## src/rtl/booth_sequencer.sv

```systemverilog
// Sequential radix-2 Booth 8x8 signed multiplier controller and datapath; BOOTH_EARLY_DONE_EN enables early finish.
// Latency: start accepted at edge E0, iterations on E1..E8 (fewer with early finish), done pulses the following cycle.
// Backpressure: none; start is honoured only in IDLE or DONE, and is ignored while busy.
module booth_sequencer #(
    parameter int WIDTH = 8,
    parameter int CNT_W = 4
) (
    input  logic                 clk,
    input  logic                 rst,
    input  logic                 start,
    input  logic [WIDTH-1:0]     multiplicand,
    input  logic [WIDTH-1:0]     multiplier,
    output logic                 busy,
    output logic                 done,
    output logic [2*WIDTH-1:0]   product
);

    typedef enum logic [1:0] {
        IDLE = 2'd0,
        CALC = 2'd1,
        DONE = 2'd2
    } state_t;

    state_t             state;
    logic [WIDTH-1:0]   a;
    logic [WIDTH-1:0]   q;
    logic [WIDTH-1:0]   m;
    logic               q_1;
    logic [CNT_W-1:0]   counter;

    logic               add_step;
    logic               sub_step;
    logic               op_step;
    logic               cin;
    logic [WIDTH-1:0]   b;
    logic [WIDTH-1:0]   s_stage;
    logic [WIDTH-1:0]   s;
    logic               ovf;
    logic               t;
    logic [WIDTH-1:0]   next_a;
    logic [WIDTH-1:0]   next_q;
    logic               last_step;
    logic [2*WIDTH-1:0] final_prod;

    assign add_step = ~q[0] & q_1;
    assign sub_step = q[0] & ~q_1;
    assign op_step  = add_step | sub_step;
    assign cin      = sub_step;

    booth_addsub #(.WIDTH(WIDTH)) u_addsub (
        .i0  (a),
        .i1  (m),
        .cin (cin),
        .s   (s_stage)
    );

    // The 8-bit stage drops the 9th bit; recover the true sign so M=-128 still works.
    assign b      = m ^ {WIDTH{cin}};
    assign ovf    = op_step && (a[WIDTH-1] == b[WIDTH-1]) && (s_stage[WIDTH-1] != a[WIDTH-1]);
    assign s      = op_step ? s_stage : a;
    assign t      = s[WIDTH-1] ^ ovf;
    assign next_a = {t, s[WIDTH-1:1]};
    assign next_q = {s[0], q[WIDTH-1:1]};

`ifdef BOOTH_EARLY_DONE_EN
    logic [WIDTH-1:0]           window_mask;
    logic                       window_zero;
    logic                       window_ones;
    logic signed [2*WIDTH-1:0]  shifted;

    // Remaining multiplier bits plus q_1 uniform: every later step is a pure shift.
    assign window_mask = ~({WIDTH{1'b1}} << counter);
    assign window_zero = ((q & window_mask) == '0) && !q_1;
    assign window_ones = ((q & window_mask) == window_mask) && q_1;
    assign shifted     = $signed({next_a, next_q}) >>> (counter - CNT_W'(1));
    assign last_step   = (counter == CNT_W'(1)) || window_zero || window_ones;
    assign final_prod  = shifted;
`else
    assign last_step   = (counter == CNT_W'(1));
    assign final_prod  = {next_a, next_q};
`endif

    always_ff @(posedge clk or posedge rst) begin
        if (rst) begin
            state   <= IDLE;
            a       <= '0;
            q       <= '0;
            q_1     <= 1'b0;
            m       <= '0;
            counter <= '0;
            busy    <= 1'b0;
            done    <= 1'b0;
            product <= '0;
        end else begin
            case (state)
                IDLE, DONE: begin
                    done <= 1'b0;
                    if (start) begin
                        m       <= multiplicand;
                        q       <= multiplier;
                        q_1     <= 1'b0;
                        a       <= '0;
                        counter <= CNT_W'(WIDTH);
                        busy    <= 1'b1;
                        state   <= CALC;
                    end else begin
                        busy    <= 1'b0;
                        state   <= IDLE;
                    end
                end
                CALC: begin
                    a       <= next_a;
                    q       <= next_q;
                    q_1     <= q[0];
                    counter <= counter - CNT_W'(1);
                    if (last_step) begin
                        product <= final_prod;
                        done    <= 1'b1;
                        busy    <= 1'b0;
                        state   <= DONE;
                    end
                end
                default: begin
                    busy  <= 1'b0;
                    done  <= 1'b0;
                    state <= IDLE;
                end
            endcase
        end
    end

endmodule

// 8-bit add/sub stage: s = i0 + i1 when cin=0, i0 - i1 when cin=1.
// Latency: combinational.
// Backpressure: none.
module booth_addsub #(
    parameter int WIDTH = 8
) (
    input  logic [WIDTH-1:0] i0,
    input  logic [WIDTH-1:0] i1,
    input  logic             cin,
    output logic [WIDTH-1:0] s
);

    assign s = i0 + (i1 ^ {WIDTH{cin}}) + WIDTH'(cin);

endmodule

```

## config.mk

```make
export PLATFORM = sky130hd
export DESIGN_NAME = booth_sequencer
export DESIGN_NICKNAME = d
export VERILOG_FILES = /design/src/rtl/booth_sequencer.sv
export SDC_FILE = /design/constraint.sdc
export NUM_CORES = 1
export LEC_CHECK = 0
export ABC_AREA = 0
export CORE_MARGIN = 5
export CORE_UTILIZATION = 45
export DETAILED_ROUTE_END_ITERATION = 8
export GPL_ROUTABILITY_DRIVEN = 0
export HOLD_SLACK_MARGIN = 0.06
export PLACE_DENSITY = 0.68
export SYNTH_ARGS = -nofsm -noshare
export SYNTH_HDL_FRONTEND = slang
export SYNTH_SLANG_ARGS = --single-unit
export TNS_END_PERCENT = 20
```

## constraint.sdc

```tcl
create_clock -name clk -period 2.9 [get_ports clk]
set_input_delay 0.87 -clock clk [delete_from_list [all_inputs] [get_ports clk]]
set_output_delay 0.87 -clock clk [all_outputs]
set_load 0.01 [all_outputs]
```

---- After elaboration in Yosys (flattened, before gate mapping) ----
Cells that the tools add are included.
Widths: inputs -> output; s select.
cells by class
  reductions and logical operators ........ 8
  bitwise logic cells ..................... 7
  equality and inequality tests ........... 7
  add/sub/neg operators ................... 3
  multiplexer cells ....................... 17
operators with widths
  cell                 count
  $pmux 8 s2           2
  $mux 8               3
  $add 8x1->8          1
  $add 8x8->8          1
  $pmux 4 s2           1
  $xor 8x8->8          1
  $mux 1               6
  $reduce_and 2->1     3
  $eq 4x1->1 const B   1
  $mux 4               1
  $ne 2x2->1 const B   2
  $pmux 1 s2           2
  $pmux 2 s2           1
  $sub 4x1->4 const B  1
  $and 1x1->1          2
  $eq 2x1->1 const B   1
  $eq 2x2->1 const B   1
  $logic_and 1x1->1    2
  $logic_not 2->1      1
  $mux 2               1
  $not 1->1            2
  $reduce_bool 2->1    1
  $reduce_or 2->1      1
  $eq 1x1->1           1
  3 further kinds      3
word-level totals
  register bits after elaboration ......... 49
  bits of input ports ..................... 19
  output and inout port bits .............. 18

---- Logic depth before layout (Yosys ltp) ----
Gate-level depths: netlist (run 1).
  depth after elaboration ................. 9
  mapped depth ............................ 11
  gate-level depth less buffers ........... 9

---- By module ----
Synthesis (run 1) repeated with hierarchy kept, for this count alone.
second synthesis, totals
  cell total of the unflattened synthesis .. 221
  area, all modules ....................... 2463.6 um2
modules (own cells, without submodules)
  module           area an instance (um2)  cells each  sequential area each (um2)  times used
  booth_sequencer  2069.5                  174         1201.2                      1
  booth_addsub     394.1                   47          0.0                         1

---- Least setup slack after synthesis (run 1) ----
OpenSTA, ideal clock, no wires.
  kind .................................... reg2reg
  start ................................... register q[0]
  end ..................................... register a[4]
  path buffers ............................ 1
  stages on the path, launching flop included .. 10
  slack ................................... 508 ps
  data required time ...................... 2762 ps
  clock period less this slack ............ 2392 ps
  setup time .............................. 138 ps
  data arrival time ....................... 2255 ps
  path through ............................ dfrtp_1 ha_1 buf_6 xor2_1 ha_1 a21o_2 a221o_1 a21oi_2 mux2i_1 o211ai_1
between the ends
  longest elaborated chain between the ends .. 6
ends and longest elaborated chain
  item                      line  RTL
  start: declaration        26    logic [WIDTH-1:0] q;
  start signal: assignment  100   q <= multiplier;
  start signal: assignment  113   q <= next_q;
  $and 1x1->1               46    assign sub_step = q[0] & ~q_1;
  $xor 8x8->8               146   assign s = i0 + (i1 ^ {WIDTH{cin}}) + WIDTH'(cin);
  $add 8x8->8               146
  $add 8x1->8               146
  $mux 8 *                  60    assign s = op_step ? s_stage : a;
  $pmux 8 s2 *              95    case (state)
  end signal: assignment    112   a <= next_a;
  end: declaration          25    logic [WIDTH-1:0] a;
Every way passes the cells marked *; elsewhere a longest branch is shown, timed or not.
A chain may end at the register's enable or synchronous reset.

---- Worst setup path after layout (run 1) ----
  start ................................... register q[0]
  end ..................................... register product[13]
between the ends
  longest elaborated chain between the ends .. 5
ends and longest elaborated chain
  item                    line  RTL
  $and 1x1->1             46
  $xor 8x8->8             146
  $add 8x8->8             146
  $add 8x1->8             146
  $mux 8 *                60
  end signal: assignment  117   product <= final_prod;
  end: declaration        15    output logic [2*WIDTH-1:0] product
Marked as above.

==> flow_summary.ini, run 1 <==
[status]
outcome = complete, no violations

[finish]
diodes = 0
final_nets = 322
syn2layout_area_growth_pct = 21.8
drive_gt1_frac = 0.0956

[clock_tree]
cts-buffers-inserted = 5
clk_pin_slew_worst_paths_ps = 90
insertion_delay_ps = 310
clock_path_buffers = 2
post_cts_buffers = 0
postCtsHoldBufs = 0
cts_tree = built
clock-sinks = 47
root_buffer = clkbuf_8
cts-resized-gates = 0
h-tree-depth = 2

[global_routing]
gr-total-overflow = 0
grt_max_degree = 26
grt_pass1_vias = 1896
track_usage = 0.161
grt_pass1_wl_um = 9240
antenna_found_initial = 0

[power_and_ir_drop]
combPwrFrac = 0.595
pwr-share-seq = 0.299
pwr-share-clk = 0.106
netSwitchingPower_uw = 1770
p_per_area_mw_per_mm2 = 1350
p_int_uw = 2260
max-vdd-ir-drop_mv = 0.621
total_leakage_power_uw = 0.00146
p_sw_frac = 0.440

[floorplanning]
initial_core_util = 0.469
dieArea_mm2 = 0.00700
die_h_um = 83.7
fp.coreArea_mm2 = 0.00520
die_w_um = 83.7
rows = 26
ios = 37

[setup_path]
endpoint_kind = flop
crit_fanout = 8
startpoint_type = flop
cp.arrival_ps = 2820
setup.worst_path.class = flop to flop
crit_required_ps = 3090

[routing]
vias_per_cell = 5.25
drcViolationCount = 0
wl_um = 5360
routed-via-count = 1907
ant_nets = 0
drtIter0Drc = 129
wl_per_cell_um = 14.8
first_pass_iters = 4

[sta]
slew-limit-headroom = 0.566
skew_ps = 15.4
setup_violations = 0
finalSetupTns_ps = 0
worst_pin_slew_ps = 650
finalHoldViolCount = 0
fmaxAchievable_mhz = 381
fin_crit_ps = 2630
maxSlewViolCount = 0
grt_setup_unrepaired = false
fin_crit_sh = 0.905
setup_ws_ps = 274

[synthesis]
yosysUniqueCellTypes = 48
async_flop_share = 1.00
synth_top_cell_area_share = 0.481
synth_xor_area_frac = 0.0358
synthMuxAreaShare = 0.0323
synth_top_family_by_area = simple AND/OR/NAND/NOR gates
syn_avg_cell_area_um2 = 9.47
yosysSeqAreaShare = 0.481
synth_edf_count = 0
synthAdderAreaFrac = 0.0594
synth_compound_area_frac = 0.159
synthTopCellsByArea = dfrtp_1 48%, nand2_1 13%, ha_1 5.1%, o21ai_0 2.7%, xor2_1 2.5%
yosys-top-cells-count = 82 x nand2_1, 47 x dfrtp_1, 13 x o21ai_0, 10 x ha_1, 9 x inv_1
syn-num-nets = 288
synth_simple_gate_area_frac = 0.192
synth_area_mm2 = 0.00244
yosysWarnings = 0
synth_ff_type = dfrtp_1
yosysMostFrequentCell = nand2_1
yosysTopAreaCell = dfrtp_1
synth_cells = 258
ys_ff_latch = 47

[job]
max_cap_violations = 0

[min_path]
hold_path_class = flop to flop

[placed_design]
hpwlAfterDp_um = 3890
dp_slack_ps = 274
port-buffer-count = 36
==> final cells by class <==
cell class / count / area (µm²)
inverter: 9 / 33.8
fill: 456 / 2230
multi-input combinational: 188 / 1170
sequential: 47 / 1180
clock inverter: 2 / 16.3
timing repair buffer: 41 / 410
clock buffer: 6 / 82.6
tap: 70 / 87.6
==> placed cells by master (no fill, tap or decap), types with 2 or more instances in the layout <==
cell	netlist	routed
nand2_1	82	82
dfrtp_1	47	47
clkdlybuf4s50_1	0	36
o21ai_0	13	13
ha_1	10	10
a22oi_1	8	8
inv_1	9	8
xor2_1	7	7
clkbuf_8	0	6
nand3_1	5	5
nor2_1	4	4
and3_1	4	4
a21oi_1	4	4
buf_4	0	4
nor2b_1	3	3
mux2i_1	3	3
nor3_1	3	3
a22o_1	3	3
xnor2_1	3	3
mux2_2	3	3
nand2b_1	2	2
a31oi_1	2	2
o21ai_2	2	2
a21o_1	2	2
nand4_1	2	2
a211o_2	2	2
==> stage by stage <==
step	hold WS, ps	power (µW)	cell area, µm²	utilization	instances
2_1_floorplan	457	2940	2440	-	258
3_3_place_gp	458	3540	2880	0.553	355
3_5_place_dp	461	3600	2880	0.553	355
4_1_cts	485	4040	2980	0.572	363
5_1_grt	498	4380	2980	0.572	363
6_report	478	4030	2980	0.572	363
==> power by group through the flow <==
stage	clock network (µW)	logic, µW	registers, µW
floorplan	0	1720	1220
global placement	0	2330	1210
detailed placement	0	2380	1220
CTS	435	2400	1200
global route	457	2670	1250
finish	428	2400	1210
==> flip-flops by register name, indices dropped and copies added (netlist names) <==
name and flops:
state 1, counter 4, q 8, m 8
done 1, q_1 1, product 16, a 8
==> routing by layer <==
metal  vias up  track usage  wire length, µm
met3         9       0.0346              239
met5         -            0                0
li1        945            -                -
met4         0       0.0439               89
met1       910        0.219             2490
met2        43        0.260             2550
==> worst paths after layout <==
kind	slack [ps]	cells after the start	startpoint	to
max	270	8	q[0]$_DFFE_PP0P_	product[13]$_DFFE_PP0P_
min	480	2	product[5]$_DFFE_PP0P_	product[5]$_DFFE_PP0P_
max reg2reg	270	8	q[0]$_DFFE_PP0P_	product[13]$_DFFE_PP0P_
min reg2reg	480	2	product[5]$_DFFE_PP0P_	product[5]$_DFFE_PP0P_
max in group asynchronous	1490	3	rst	product[8]$_DFFE_PP0P_
min in group asynchronous	900	2	rst	product[4]$_DFFE_PP0P_
==> cells by family (layout without fill, tap and decap cells) <==
kind of cell	count (synthesis)	in the layout
xor gates and xnor gates	10	10
buffers and inverters	23	58
DFF	47	47
and+or+nand+nor	110	110
adders and majority gates	11	11
AOI/OAI and AO/OA	50	50
muxes	7	7
==> worst max-delay path, cell delays in order, from the launching register on <==
cell      delay, ps
dfrtp_1         410
ha_1            350
mux2_4          360
fa_1            410
a21o_1          180
a21oi_1         250
nand4b_1        160
nand4_1         130
mux2_2          290
No activity file was read; power rests on OpenSTA's default activity.
==> inputs of run 2 (changes only) <==
CAP_MARGIN = 20   (was default)
==> results of run 2 <==
Same layout as run 1: the final DEF is identical, and so are final timing and power.
